File: src/rtl/idct2d_sched.sv
// 2D IDCT scheduler: row pass, transpose, column pass, round/level-shift/clamp.
// Define IDCT2D_ERR_CHECK_EN for a sticky err with channel/stray/timeout checks.
module idct2d_sched #(
   parameter int IN_W      = 12,
   parameter int MID_W     = 16,
   parameter int OUT_SHIFT = 3,
   parameter int CH_W      = 2,
   parameter int TIMEOUT   = 255
) (
   input  logic                clk,
   input  logic                rst,
   input  logic                in_valid,
   output logic                in_ready,
   input  logic [8*IN_W-1:0]   in_row,
   input  logic [CH_W-1:0]     in_ch,
   output logic                idct_valid_in,
   output logic [CH_W-1:0]     idct_channel_in,
   output logic [7:0][63:0]    idct_in,
   input  logic                idct_valid_out,
   input  logic [CH_W-1:0]     idct_channel_out,
   input  logic [7:0][63:0]    idct_out,
   output logic                out_valid,
   input  logic                out_ready,
   output logic [63:0]         out_row,
   output logic [CH_W-1:0]     out_ch,
   output logic                out_last,
   output logic                err
);
   typedef enum logic [2:0] {IDLE, ROW, ROW_WAIT, COL, COL_WAIT, OUT} state_t;

   localparam logic signed [63:0] SMAX = (64'sd1 <<< (MID_W - 1)) - 64'sd1;
   localparam logic signed [63:0] SMIN = -(64'sd1 <<< (MID_W - 1));
   localparam logic signed [63:0] RND  = 64'sd1 <<< (OUT_SHIFT - 1);

   function automatic logic [63:0] sx_in(input logic [IN_W-1:0] v);
      return {{(64-IN_W){v[IN_W-1]}}, v};
   endfunction

   function automatic logic [63:0] sx_mid(input logic [MID_W-1:0] v);
      return {{(64-MID_W){v[MID_W-1]}}, v};
   endfunction

   function automatic logic [MID_W-1:0] sat(input logic [63:0] v);
      logic signed [63:0] t;
      t = $signed(v);
      if (t > SMAX) t = SMAX;
      else if (t < SMIN) t = SMIN;
      return t[MID_W-1:0];
   endfunction

   function automatic logic [7:0] pix(input logic [63:0] v);
      logic signed [63:0] t;
      t = ($signed(v) + RND) >>> OUT_SHIFT;
      t = t + 64'sd128;
      if (t < 64'sd0) return 8'd0;
      if (t > 64'sd255) return 8'd255;
      return t[7:0];
   endfunction

   state_t            state_q, state_d;
   logic [CH_W-1:0]   ch_q, ch_d, cin_q, cin_d;
   logic [2:0]        iss_q, iss_d, cap_q, cap_d, k_q, k_d;
   logic              rdy_q, rdy_d, vin_q, vin_d;
   logic              ov_q, ov_d, ol_q, ol_d;
   logic [7:0][63:0]  din_q, din_d;
   logic [MID_W-1:0]  tbuf [8][8];
   logic [7:0]        obuf [8][8];
   logic              acc, tb_we, ob_we;

   assign acc   = in_valid && rdy_q;
   assign tb_we = idct_valid_out && (state_q == ROW || state_q == ROW_WAIT);
   assign ob_we = idct_valid_out && (state_q == COL || state_q == COL_WAIT);

`ifdef IDCT2D_ERR_CHECK_EN
   localparam int TW = $clog2(TIMEOUT + 1);
   logic          err_q, err_d;
   logic [TW-1:0] wcnt_q, wcnt_d;
`endif

   always_comb begin
      state_d = state_q;
      ch_d    = ch_q;
      cin_d   = cin_q;
      iss_d   = iss_q;
      cap_d   = cap_q;
      k_d     = k_q;
      vin_d   = 1'b0;
      din_d   = din_q;
      ov_d    = ov_q;
      ol_d    = ol_q;
      case (state_q)
         IDLE: if (acc) begin
            ch_d    = in_ch;
            cin_d   = in_ch;
            vin_d   = 1'b1;
            for (int c = 0; c < 8; c++) din_d[c] = sx_in(in_row[c*IN_W +: IN_W]);
            iss_d   = 3'd1;
            cap_d   = 3'd0;
            state_d = ROW;
         end
         ROW: begin
            if (acc) begin
               cin_d = ch_q;
               vin_d = 1'b1;
               for (int c = 0; c < 8; c++) din_d[c] = sx_in(in_row[c*IN_W +: IN_W]);
               iss_d = iss_q + 3'd1;
               if (iss_q == 3'd7) state_d = ROW_WAIT;
            end
            if (tb_we) cap_d = cap_q + 3'd1;
         end
         ROW_WAIT: if (tb_we) begin
            cap_d = cap_q + 3'd1;
            if (cap_q == 3'd7) begin
               state_d = COL;
               cap_d   = 3'd0;
               iss_d   = 3'd0;
            end
         end
         COL: begin
            cin_d = ch_q;
            vin_d = 1'b1;
            for (int r = 0; r < 8; r++) din_d[r] = sx_mid(tbuf[r][iss_q]);
            iss_d = iss_q + 3'd1;
            if (iss_q == 3'd7) state_d = COL_WAIT;
            if (ob_we) cap_d = cap_q + 3'd1;
         end
         COL_WAIT: if (ob_we) begin
            cap_d = cap_q + 3'd1;
            if (cap_q == 3'd7) begin
               state_d = OUT;
               cap_d   = 3'd0;
               k_d     = 3'd0;
               ov_d    = 1'b1;
               ol_d    = 1'b0;
            end
         end
         OUT: if (out_ready) begin
            if (k_q == 3'd7) begin
               state_d = IDLE;
               k_d     = 3'd0;
               ov_d    = 1'b0;
               ol_d    = 1'b0;
            end else begin
               k_d  = k_q + 3'd1;
               ol_d = (k_q == 3'd6);
            end
         end
         default: state_d = IDLE;
      endcase
`ifdef IDCT2D_ERR_CHECK_EN
      err_d  = err_q;
      wcnt_d = '0;
      if (idct_valid_out && (state_q == IDLE || state_q == OUT))
         err_d = 1'b1;
      if ((tb_we || ob_we) && idct_channel_out != ch_q)
         err_d = 1'b1;
      // A stalled IDCT abandons the block rather than hanging the pipe.
      if ((state_q == ROW_WAIT || state_q == COL_WAIT) && state_d == state_q) begin
         wcnt_d = wcnt_q + 1'b1;
         if (wcnt_q == TW'(TIMEOUT)) begin
            err_d   = 1'b1;
            wcnt_d  = '0;
            state_d = IDLE;
         end
      end
`endif
      rdy_d = (state_d == IDLE) || (state_d == ROW);
   end

   always_ff @(posedge clk or negedge rst) begin
      if (!rst) begin
         state_q <= IDLE;
         ch_q    <= '0;
         cin_q   <= '0;
         iss_q   <= '0;
         cap_q   <= '0;
         k_q     <= '0;
         rdy_q   <= 1'b0;
         vin_q   <= 1'b0;
         din_q   <= '0;
         ov_q    <= 1'b0;
         ol_q    <= 1'b0;
      end else begin
         state_q <= state_d;
         ch_q    <= ch_d;
         cin_q   <= cin_d;
         iss_q   <= iss_d;
         cap_q   <= cap_d;
         k_q     <= k_d;
         rdy_q   <= rdy_d;
         vin_q   <= vin_d;
         din_q   <= din_d;
         ov_q    <= ov_d;
         ol_q    <= ol_d;
      end
   end

   // Row results land as tbuf rows; column results land as obuf columns.
   always_ff @(posedge clk) begin
      if (tb_we)
         for (int c = 0; c < 8; c++) tbuf[cap_q][c] <= sat(idct_out[c]);
      if (ob_we)
         for (int r = 0; r < 8; r++) obuf[r][cap_q] <= pix(idct_out[r]);
   end

   always_comb begin
      out_row = '0;
      if (ov_q)
         for (int c = 0; c < 8; c++) out_row[c*8 +: 8] = obuf[k_q][c];
   end

`ifdef IDCT2D_ERR_CHECK_EN
   always_ff @(posedge clk or negedge rst) begin
      if (!rst) begin
         err_q  <= 1'b0;
         wcnt_q <= '0;
      end else begin
         err_q  <= err_d;
         wcnt_q <= wcnt_d;
      end
   end
   assign err = err_q;
`else
   logic unused_err;
   assign unused_err = ^{idct_channel_out, TIMEOUT[0]};
   assign err = 1'b0;
`endif

   assign in_ready        = rdy_q;
   assign idct_valid_in   = vin_q;
   assign idct_channel_in = cin_q;
   assign idct_in         = din_q;
   assign out_valid       = ov_q;
   assign out_last        = ol_q;
   assign out_ch          = ch_q;
endmodule

File: config.mk
export PLATFORM = sky130hd
export DESIGN_NAME = idct2d_sched
export DESIGN_NICKNAME = d
export VERILOG_FILES = /design/src/rtl/idct2d_sched.sv
export SDC_FILE = /design/constraint.sdc
export NUM_CORES = 2
export LEC_CHECK = 0
export ABC_AREA = 1
export BUFFER_PORTS_ARGS = -buffer_cell sky130_fd_sc_hd__buf_2
export CAP_MARGIN = 20
export CORE_AREA = 2 2 557 559
export DETAILED_ROUTE_END_ITERATION = 7
export DIE_AREA = 0 0 559 561
export MAX_ROUTING_LAYER = met4
export PLACE_DENSITY = 0.5
export SLEW_MARGIN = 20
export SYNTH_ARGS = -nofsm -noshare
export SYNTH_HDL_FRONTEND = slang
export SYNTH_SLANG_ARGS = --single-unit
File: constraint.sdc
create_clock -name clk -period 11.8 [get_ports clk]
set_clock_uncertainty 0.05 [all_clocks]
set_input_delay 2.36 -clock clk [delete_from_list [all_inputs] [get_ports clk]]
set_output_delay 2.36 -clock clk [all_outputs]
set_load 0.1 [all_outputs]
* After elaboration in Yosys (flattened, before gate mapping) *
Memories as Yosys holds them, arrays and structs flattened.
Index checks and enable logic that the tools add are counted.

storage, ports and cells
  bits in registers = 532
  RAM bits = 1536
  input port bits = 617
  output and inout port bits = 585
  word-level logic and storage cells = 298
  memories kept = 2

operators by class
  $add $sub $neg = 19
  order comparisons = 35
  equality and inequality tests = 21
  mux-type cells = 179
  bitwise logic cells = 2
  reductions and logical operators = 22

memory list
  name  words  bits a word  rd ports  clocked after Yosys merged registers in  wr ports  RTL line  source
  tbuf  8      128          8         0                                        1         66        logic [MID_W-1:0] tbuf [8][8];
  obuf  8      64           1         0                                        8         67        logic [7:0] obuf [8][8];

operator list
  cell                     number
  $pmux W512 S2            1
  $mux W16                 40
  $add A64 B4 Y64 const B  8
  $gt A64 B16 Y1 const B   8
  $lt A64 B16 Y1 const B   8
  $mux W512                1
  $add A61 B9 Y62 const B  8
  $gt A62 B9 Y1 const B    8
  $lt A62 B1 Y1 const B    8
  $bmux W16 S3             8
  $mux W8                  41
  $mux W64                 2
  $mux W3                  23
  $mux W1                  52
  $demux W8 S3             1
  $eq A3 B3 Y1 const B     6
  $pmux W3 S6              1
  $ne A2 B2 Y1 const B     8
  $pmux W3 S5              1
  $pmux W3 S4              1
  $reduce_and A5 Y1        2
  $add A3 B1 Y3 const B    3
  $ge A4 B4 Y1 const B     2
  $not A3 Y4               2
  other kinds (20)         35

* Depth between registers and ports, before layout *
  depth after elaboration = 10
  mapped depth = 26
  mapped depth without buffers = 26

* Worst setup path after synthesis *
No wires, ideal clock.

  path type = in2reg
  start = in idct_valid_out
  end = mem tbuf[0][0] (netlist name), enable pin
  data arrival time = 7.890 ns
  slack = 3.243 ns
  cell stages on the path = 2
  cells stage by stage = o21ai_1 nor2_1

between the ends
  longest elaborated chain between the ends = 3

ends and longest elaborated chain
  element                        RTL line  source
  start: declaration             19        input logic idct_valid_out,
  $logic_and A1 B1 Y1            71        assign tb_we = idct_valid_out && (state_q == ROW || state_q == ROW_WAIT);
  $mux W1                        200       if (tb_we)
  $mux W1 (not written as such)  201       for (int c = 0; c < 8; c++) tbuf[cap_q][c] <= sat(idct_out[c]);
  end: declaration               66

Every way passes these cells.

==> results.ini <==
[critical_path]
endpoint_kind = register
required_ns = 12.15
arrival_ns = 7.69
start_kind = input port
worst-path-max-fanout = 8
critPathKind = in2reg

[synthesis]
seq_area_frac_synth_pct = 46.5
ys_types = 57
synthesis.area_um2 = 107000
yosys_register_bits = 1684
synth-main-ff-cell = edfxtp_1
synth_cells = 14100
synth_edf_count = 1536
async_reset_ff_share_pct = 8.79
syn_avg_cell_area_um2 = 7.62
ys_warn_count = 0
synth_fp_nets = 14700

[power_and_ir_drop]
p_total_mw = 24.8
leakage_nw = 46.5
p_per_area_nw_per_um2 = 204
p_int_mw = 11.6
pwr-share-comb_pct = 49.4
max-vdd-ir-drop_v = 0.000243
switchingPower_mw = 13.2
p_seq_share_pct = 30.0
clkPwrFrac_pct = 20.6
switching_share_pct = 53.2

[route]
drt_iter0_drc = 9330
ant_nets = 1
firstDrtPassIters = 7
wire_per_inst_um = 24.8
drc = 0
wirelength_um = 477000
vias = 102000
viasPerCell = 5.31

[clock_network]
clock-root-buffer = clkbuf_16
cts_tree = yes
clock-sinks = 1684
cts-buffers-inserted = 168
clkLatencyLatePin_ns = 0.83
clk_pin_slew_ns = 0.07
cts_max_level = 4
post-cts-setup-buffers = 0
postCtsResizedCells = 0
hold_buffers = 0
clk_path_buf_depth = 4

[job]
max-cap-violations = 0

[placement]
place_ws_ns = 3.80
hpwl_um = 372000
gp_congestion = 1.03
io_buffers = 1198
dpl.cell_count = 18800

[timing]
drv_slew = 0
clock.fmax_mhz = 136
final_hold_viol_count = 0
finalWorstPathRequiredPeriod_ns = 7.34
setup_ws_ns = 4.46
final-setup-viol-count = 0
rsz0062_at_grt = no
slew_headroom_pct = 14.0
holdWs_ns = 0.434
worst_pin_slew_ns = 1.28
fin_crit_sh_pct = 62.2
finalSetupTns_ns = 0

[layout]
stdcell_count = 19200
most-common-layout-cells = 3497 x nand2_1, 2892 x nor2_1, 1536 x edfxtp_1
syn2layout_area_growth_pct = 13.4
final_common_cell = nand2_1
drive_gt1_share_pct = 15.1
nNetsFinal = 15500

[outcome]
status = complete, but fails checks
violations = antenna violations

[global_routing]
grt_pass1_vias = 93000
antenna_found_initial = 121
grt_usage_pct = 30.1
grt_max_degree = 177
grt-ovfl-total = 0
grt_pass1_wl_um = 670000

[worst_hold_path]
min_path_type = reg2reg

[floorplanning]
fp.coreArea_um2 = 308000
fp.dieArea_um2 = 314000
rows = 204
die_x_um = 559
die-height_um = 561
start_util_pct = 34.8
io_pins = 1202

## worst max-delay path: stages
cell and delay [ns]:
buf_2 0.11, ha_1 0.20, nand3_2 0.29, nor2_2 0.37, nand3_1 0.23, inv_1 0.17, nand2_1 0.11, xor2_1 0.52
nand3_1 0.24, nor2_2 0.23, nand3_1 0.18, nor3_1 0.49, nand3_1 0.22, nor2_1 0.14, a21oi_1 0.06, nor2_2 0.44
nand4_1 0.18, nand2_1 0.64, inv_1 0.44
## routing by layer
| layer | track usage [%] | share of wire, % | up-vias |
|---|---|---|---|
| met2 | 48.8 | 47 | 3751 |
| met3 | 3.45 | 6.3 | 584 |
| met1 | 39.1 | 43 | 49000 |
| met4 | 9.72 | 3.6 | 0 |
| li1 | - | - | 48600 |
| met5 | - | 0 | - |
## cell families (layout without fill, tap and decap cells)
| logic type | count (synthesis) | in the layout | share of synthesized area (%) |
|---|---|---|---|
| xor+xnor | 204 | 204 | 1.74 |
| compound gates | 1781 | 1781 | 9.60 |
| fa+ha+maj | 23 | 23 | 0.269 |
| simple gates | 8395 | 8395 | 33.6 |
| buf+inv | 1966 | 2902 | 8.28 |
| flops | 1684 | 1684 | 46.5 |
| mux | 1 | 1 | 0.0140 |
| other cells | 1 | 76 | 0.00350 |
## power by group through the flow
stage | Sequential [mW] | Clock [mW] | Combinational [mW]
6_report | 7.44 | 5.10 | 12.2
3_3_place_gp | 7.57 | 0 | 12.2
5_1_grt | 7.51 | 5.38 | 12.7
2_1_floorplan | 9.12 | 0 | 8.81
3_5_place_dp | 7.58 | 0 | 12.2
4_1_cts | 7.46 | 5.17 | 12.3
## stage by stage
step                      area, µm²  util (%)
after floorplan              107000         -
final                        121000      39.5
after CTS                    121000      39.4
after global routing         121000      39.5
after global placement       116000      37.8
after detailed placement     116000      37.8
## synthesized netlist by cell type (all sizes together), types with 33 or more instances
cell    count  area [µm²]
dfrtp     148        3700
o211ai     33         248
xor2      178        1580
inv      1186        4450
nor4      108         676
buf       431        3110
nor2     3197       13200
clkbuf    342        1280
o221ai    165        1450
nor3      249        1290
a21oi     284        1420
o21ai     982        4920
o22ai      96         601
nand2    3588       13700
nand3b     38         285
edfxtp   1536       46100
a31oi      81         507
o311ai     59         517
nand3     847        4470
o21bai     64         480
nand4     344        2160
## registers in the layout, summed over array words and instances, names as in the netlist
name             cells
idct_valid_in        1
out_last             1
in_ready             1
state_q              3
idct_in            128
out_ch               2
obuf               512
idct_channel_in      2
k_q                  3
cap_q                3
out_valid            1
iss_q                3
tbuf              1024
## layout make-up
cell class / count / area (µm²)
Fill cell: 32400 / 186000
Clock inverter: 64 / 482
Timing Repair Buffer: 1415 / 7700
Antenna cell: 75 / 188
Sequential cell: 1684 / 49900
Clock buffer: 230 / 4560
Inverter: 1193 / 4520
Multi-Input combinational cell: 10400 / 49000
Tap cell: 4120 / 5150
## path summary, 6_finish.rpt
path,slack [ns],endpoint,cells after the start,startpoint
setup / recovery,4.46,obuf[5][14],19,idct_out[323]
hold / removal,0.43,idct_channel_in[0],2,idct_channel_in[0]
setup reg to reg,7.14,idct_in[458],7,iss_q[0]
hold reg to reg,0.43,idct_channel_in[0],2,idct_channel_in[0]
max in group asynchronous,8.07,iss_q[0],3,rst
min in group asynchronous,1.47,idct_in[73],1,rst
(Power assumes the default switching activity.)
